[src/rtl/baseline_sched.sv]
// Sequencing controller for the 1 s -> 5 s -> 30 s -> 4 min baseline averaging cascade.
// Issues stage load strobes, tracks 30 s history fill, and keeps detection-period data out of it.
module baseline_sched #(
    parameter int SAMPLES_PER_SEC = 256,
    parameter int N0              = 5,
    parameter int N1              = 6,
    parameter int N2              = 8,
    parameter int SW              = 9
) (
    input  logic       clk,
    input  logic       rst,
    input  logic       en,
    input  logic       sample_valid,
    input  logic       freeze,
    output logic       stage0_load,
    output logic       stage1_load,
    output logic       stage2_load,
    output logic [3:0] fill2,
    output logic       baseline_valid,
    output logic [1:0] state
);

    typedef enum logic [1:0] {
        FILL   = 2'b00,
        RUN    = 2'b01,
        FREEZE = 2'b10,
        RESYNC = 2'b11
    } state_t;

    localparam logic [SW-1:0] CNT_LAST  = SW'(SAMPLES_PER_SEC - 1);
    localparam logic [2:0]    G0_LAST   = 3'(N0 - 1);
    localparam logic [2:0]    G1_LAST   = 3'(N1 - 1);
    localparam logic [3:0]    FILL_FULL = 4'(N2);

    state_t        st_q, st_d;
    logic [SW-1:0] cnt_s, cnt_s_d;
    logic [2:0]    g0, g0_d;
    logic [2:0]    g1, g1_d;
    logic          p0, p0_d;
    logic          p1, p1_d;
    logic          p2, p2_d;
    logic [3:0]    fill_q, fill_d;
    logic          bv_q, bv_d;
    logic          active;
    logic          s2_open;

    always_comb begin
        active  = ~en;
        // freeze is checked combinationally so a coinciding pending 30 s load is dropped
        s2_open = ((st_q == FILL) || (st_q == RUN)) && !freeze;

        stage0_load = active && p0;
        stage1_load = active && p1;
        stage2_load = active && p2 && s2_open;

        st_d    = st_q;
        cnt_s_d = cnt_s;
        g0_d    = g0;
        g1_d    = g1;
        p0_d    = p0;
        p1_d    = p1;
        p2_d    = p2;
        fill_d  = fill_q;
        bv_d    = bv_q;

        if (active) begin
            // every enabled cycle consumes (or drops) whatever was pending
            p0_d = 1'b0;
            p1_d = 1'b0;
            p2_d = 1'b0;

            if (sample_valid) begin
                if (cnt_s == CNT_LAST) begin
                    cnt_s_d = '0;
                    p0_d    = 1'b1;
                end else begin
                    cnt_s_d = cnt_s + 1'b1;
                end
            end

            if (p0) begin
                if (g0 == G0_LAST) begin
                    g0_d = '0;
                    p1_d = 1'b1;
                end else begin
                    g0_d = g0 + 3'd1;
                end
            end

            if (p1) begin
                if (g1 == G1_LAST) begin
                    g1_d = '0;
                    p2_d = 1'b1;
                end else begin
                    g1_d = g1 + 3'd1;
                end
            end

            if (stage2_load) begin
                if (fill_q != FILL_FULL) fill_d = fill_q + 4'd1;
                if (fill_q == FILL_FULL - 4'd1) bv_d = 1'b1;
            end

            case (st_q)
                FILL: begin
                    if (freeze) st_d = FREEZE;
                    else if (fill_d == FILL_FULL) st_d = RUN;
                end
                RUN: begin
                    if (freeze) st_d = FREEZE;
                end
                FREEZE: begin
                    // restart the 30 s window so it only spans post-freeze data
                    if (!freeze) begin
                        st_d = RESYNC;
                        g1_d = '0;
                    end
                end
                RESYNC: begin
                    if (freeze) st_d = FREEZE;
                    else if (p1 && (g1 == G1_LAST)) st_d = (fill_q == FILL_FULL) ? RUN : FILL;
                end
                default: st_d = FILL;
            endcase
        end
    end

    always_ff @(posedge clk) begin
        if (rst) begin
            st_q   <= FILL;
            cnt_s  <= '0;
            g0     <= '0;
            g1     <= '0;
            p0     <= 1'b0;
            p1     <= 1'b0;
            p2     <= 1'b0;
            fill_q <= '0;
            bv_q   <= 1'b0;
        end else begin
            st_q   <= st_d;
            cnt_s  <= cnt_s_d;
            g0     <= g0_d;
            g1     <= g1_d;
            p0     <= p0_d;
            p1     <= p1_d;
            p2     <= p2_d;
            fill_q <= fill_d;
            bv_q   <= bv_d;
        end
    end

    assign fill2          = fill_q;
    assign baseline_valid = bv_q;
    assign state          = st_q;

endmodule

[config.mk]
export PLATFORM = sky130hd
export DESIGN_NAME = baseline_sched
export DESIGN_NICKNAME = d
export VERILOG_FILES = /design/src/rtl/baseline_sched.sv
export SDC_FILE = /design/constraint.sdc
export NUM_CORES = 1
export LEC_CHECK = 0
export CAP_MARGIN = 20
export CORE_MARGIN = 2
export CORE_UTILIZATION = 30
export CTS_CLUSTER_DIAMETER = 100
export DETAILED_ROUTE_END_ITERATION = 7
export PLACE_DENSITY_LB_ADDON = 0.2
export SLEW_MARGIN = 10
export SYNTH_ARGS = -nofsm -noshare
export SYNTH_HDL_FRONTEND = slang
export SYNTH_SLANG_ARGS = --single-unit
[constraint.sdc]
create_clock -name clk -period 1.8 [get_ports clk]
set_input_delay 0.18 -clock clk [delete_from_list [all_inputs] [get_ports clk]]
set_output_delay 0.18 -clock clk [all_outputs]
set_load 0.005 [all_outputs]
* Word-level counts from Yosys, hierarchy flattened
Cells that the tools add are included.
** Cells by class
- Equality and inequality tests :: 14
- Mux-type cells :: 23
- Reductions and logical operators :: 13
- Add/subtract/negate cells :: 4
- Bitwise gates (word level) :: 1
** Operators by type and width (number)
- 2-to-1 mux 3 bit :: 5
- 2-to-1 mux 2 bit :: 6
- 2-to-1 mux 4 bit :: 3
- adder 9 x 1 -> 9 bit (second input constant) :: 1
- equality test 9 x 8 -> 1 bit (second input constant) :: 1
- 2-to-1 mux 9 bit :: 1
- equality test 4 bit (second input constant) :: 2
- case mux 2 bit (4 select lines) :: 1
- 2-to-1 mux 1 bit :: 7
- adder 3 x 1 -> 3 bit (second input constant) :: 2
- equality test 3 bit (second input constant) :: 2
- logical AND 1 bit :: 6
- AND reduction 5 bit :: 1
- adder 4 x 1 -> 4 bit (second input constant) :: 1
- equality test 2 bit (second input constant) :: 2
- equality test 4 x 3 -> 1 bit (second input constant) :: 1
- inequality test 2 bit (second input constant) :: 2
- inequality test 4 bit (second input constant) :: 1
- AND reduction 2 bit :: 2
- inequality test 3 x 2 -> 1 bit (second input constant) :: 1
- inequality test 3 bit (second input constant) :: 1
- AND reduction 3 bit :: 1
- equality test 2 x 1 -> 1 bit (second input constant) :: 1
- zero test 2 bit :: 1
- other kinds (3) :: 3
** Storage, ports and cells
- Logic and storage cells :: 64
- Output and inout bits :: 10
- Input bits :: 5
- Flip-flop bits (word level) :: 25

* Longest topological paths before layout
- Depth in word-level cells :: 10
- Gate-level depth with buffers :: 8
- Gate-level depth less buffers :: 7

* Worst setup path after synthesis
No wires, ideal clock.
- Kind :: reg2reg
- Start point :: register st_q[1], in the netlist state[1]
- End point :: register st_q[0], in the netlist state[0]
- Library setup time :: 0.129 ns
- Arrival time :: 1.527 ns
- Data required time :: 1.671 ns
- Buffers on the path :: 1
- Clock period less this slack :: 1.656 ns
- Stages on the path, launching flop included :: 7
- Path slack :: 0.144 ns
- Cell sequence :: dfxtp_1 buf_4 nor4b_4 nand4_1 xnor2_1 a311oi_1 a21oi_1
** Between the ends
- Word-level cells in the longest chain between the ends :: 9
- Elaborated cells on any way between the ends :: 16
- Classes of those cells :: eq/ne: 8; mux: 3; reduce/logical: 5
** RTL lines
- start: declaration :: line 35 : state_t st_q, st_d;
- start signal: assignment :: line 140 : st_q <= st_d;
- equality test 2 x 1 -> 1 bit / zero test 2 bit (equally long branches) :: line 50 : s2_open = ((st_q == FILL) || (st_q == RUN)) && !freeze;
- logical OR 1 bit (*) :: line 50
- logical AND 1 bit (*) :: line 50
- logical AND 1 bit (*) :: line 54 : stage2_load = active && p2 && s2_open;
- named net stage2_load :: line 17 : output logic stage2_load,
- 2-to-1 mux 4 bit (*) :: line 99 : if (stage2_load) begin
- 2-to-1 mux 4 bit (*) :: line 66 : if (active) begin
- equality test 4 bit (*) :: line 107 : else if (fill_d == FILL_FULL) st_d = RUN;
- inequality test 3 x 2 -> 1 bit (no source line) (*)
- AND reduction 5 bit (no source line) (*)
Mark *: on every way through the listed nets, which the timed path passes. The rest lies on a longest branch. The select of a mux whose other input is x is not followed.
A chain may end at the register's enable or synchronous reset.

* Worst setup path in the final report
- Start point :: input port freeze
- End point :: output port stage2_load
** Between the ends
- Word-level cells in the longest chain between the ends :: 3
** RTL lines
- start: declaration :: line 14 : input logic freeze,
- zero test 1 bit
- logical AND 1 bit :: line 50
- logical AND 1 bit :: line 54
- end: declaration :: line 17
No other way between the ends.

==> results.cfg <==
[status]
status = finished clean

[floorplan]
die_h_um = 67.2
dieArea_um2 = 4510
core_area_um2 = 3740
start_util = 0.320
rows = 22
chipWidth_um = 67.2
io_pins = 15

[synthesis]
synth_edf_count = 0
synth_ff_type = dfxtp_1
synth_top_family_by_area = simple AND/OR/NAND/NOR gates
synth_xor_area_frac = 0.0585
seq_area_frac_synth = 0.418
synth-simple-area-share = 0.281
synth.distinct_cells = 39
synthAdderAreaFrac = 0.0522
syn_avg_cell_area_um2 = 8.55
synth_compound_area_frac = 0.129
postSynthNetCount = 150
syn-instance-count = 140
synth_area_um2 = 1200
muxShareOfSynthArea = 0.0178
ys_ff_latch = 25
ys_warn_count = 0
async_reset_ff_frac = 0

[global_routing]
grt_pass1_vias = 942
grt_overflow = 0
grt_pass1_wl_mm = 4.13
grt_max_degree = 14
grt_usage = 0.120
antenna_found_initial = 0

[routing]
ant_nets = 0
routed_via_density = 4.72
drc = 0
drtPass1Iterations = 4
wirelength_mm = 2.35
drtIter0Drc = 17
via_count = 1006
drt-wirelength-per-cell_um = 11.0

[placement]
portBuffers = 14
gp_congestion = 0.740
dp_cells = 208
pre_cts_ws_ns = -0.115
postPlaceCellArea_um2 = 1450
hpwl_mm = 1.77

[final_layout]
utilization = 0.401
drive_gt1_frac = 0.115
synthToLayoutAreaGrowth_pct = 25.4
stdcell_area_um2 = 1500
diodes = 0
multiInputGateArea_um2 = 644
fill_cells = 412
nets = 176
seq_area_um2 = 500
final_cells = 213

[clock_tree]
root_buffer = clkbuf_8
path_clk_slew_ns = 0.08
clockBufferDepth = 2
cts_tree = built
cts_hold_buffers = 0
clk_latency_ns = 0.26
numCtsBuffers = 3
cts_num_sinks = 25
ctsHtreeMaxLevel = 1

[power_and_ir_drop]
leakage_nw = 0.569
power_density_nw_per_um2 = 638
swShare = 0.217
intPower_uw = 750
power_uw = 959
p_seq_frac = 0.588
combPwrFrac = 0.071
switchingPower_uw = 208
vdd_drop_max_mv = 0.520
clockPowerShare = 0.341

[timing]
setup_viol = 0
hold_ws_ns = 0.469
period_minus_slack_ns = 1.70
final.setup_skew_ns = 0.00267
setup_tns_ns = 0
tightestPinTransition_ns = 0.361
slew_headroom = 0.759
max_freq_mhz = 589
drv_slew = 0
finalHoldViolations = 0
grt_setup_unrepaired = false
finalCritPeriodShare = 0.943
finalWorstSetupSlack_ns = 0.102

[setup_path]
critPathMaxFanout = 2
critPathSlowestCell = clkdlybuf4s50_1
critPathKind = in2out
crit_top_cell = clkdlybuf4s50_1
crit_path_end_kind = output port
cpPeakStageDelay_ns = 0.49
required_ns = 1.62
worstPathArrival_ns = 1.52
start_kind = input pin
path_cells = clkdlybuf4s50_1, nor4b_4, buf_4, clkdlybuf4s50_1

[min_path]
hp-class = in2reg

[job]
cap_violations = 0
==> cell type report <==
type / instances / share of cell area
tap: 48 / 0.0400
timing repair buffer: 25 / 0.150
inverter: 7 / 0.0175
sequential: 25 / 0.333
clock buffer: 4 / 0.0300
multi-input combinational: 104 / 0.429
==> kinds of logic (layout without fill, tap and decap cells) <==
| group | Yosys count | after routing |
|---|---|---|
| buffers and inverters | 11 | 36 |
| AOI/OAI and AO/OA | 23 | 23 |
| and+or+nand+nor | 66 | 66 |
| adders and majority gates | 5 | 5 |
| muxes | 2 | 2 |
| xor gates and xnor gates | 8 | 8 |
| DFF | 25 | 25 |
==> per-layer routing <==
layer	global-route usage	routed length (µm)	up-vias
met4	0.0306	14	0
met1	0.145	1150	465
met2	0.209	1110	9
li1	-	-	530
met3	0.0350	79	2
met5	0	0	-
==> power groups by stage <==
stage	Sequential [mW]	Clock, mW	Combinational [mW]
floorplan	0.576	0	0.0395
global placement	0.577	0	0.0685
detailed placement	0.577	0	0.0685
CTS	0.564	0.345	0.0691
global route	0.565	0.364	0.0751
finish	0.564	0.327	0.0678
==> worst max-delay path, delay by kind of cell <==
family / cells / cell delay [ns]
and+or+nand+nor: 1 / 0.22
buffers and inverters: 3 / 1.11
==> registers in the layout (all words and copies together) (netlist names) <==
signal          flops
cnt_s               9
fill2               4
g0                  3
g1                  3
state               2
baseline_valid      1
p0                  1
p1                  1
p2                  1
==> synth_stat cells, types with 2 or more instances <==
cell type / instances / area [µm²]
nand2_1: 12 / 45.0
inv_1: 7 / 26.3
nor3b_1: 3 / 22.5
nor2b_1: 2 / 12.5
a21oi_1: 11 / 55.1
nand3_1: 3 / 15.0
xnor2_1: 3 / 26.3
nor3_1: 3 / 15.0
ha_1: 5 / 62.6
nand4_1: 2 / 12.5
nand3b_1: 2 / 15.0
dfxtp_1: 25 / 500
nand2b_1: 2 / 12.5
clkbuf_1: 2 / 7.51
a22oi_1: 2 / 15.0
xor2_1: 5 / 43.8
nor2_1: 29 / 109
==> path summary, 6_finish.rpt <==
| check | startpoint | end | slack, ns | cells after the start |
|---|---|---|---|---|
| max reg2reg | fill2[1] | state[0] | 0.17 | 7 |
| min reg2reg | cnt_s[1] | cnt_s[1] | 0.48 | 2 |
| min | en | p0 | 0.47 | 4 |
| max | freeze | stage2_load | 0.10 | 4 |
==> layout by cell type, fill, tap and decap left out, types with 2 or more instances in the layout <==
cell type,n
nor2_1,29
dfxtp_1,25
clkdlybuf4s50_1,13
nand2_1,12
a21oi_1,11
buf_4,11
inv_1,7
xor2_1,5
ha_1,5
xnor2_1,3
nand3_1,3
nor3_1,3
nor3b_1,3
clkbuf_8,3
nand3b_1,2
nand2b_1,2
nand4_1,2
a22oi_1,2
nor2b_1,2
==> repair_timing <==
item,CTS,global route
setup buffers,1,0
resized for setup,0,1
pin swaps,0,1
setup endpoints to repair,1,4
endpoints found under the hold margin,0,0
Note: power is estimated with default switching activity, not from simulation.
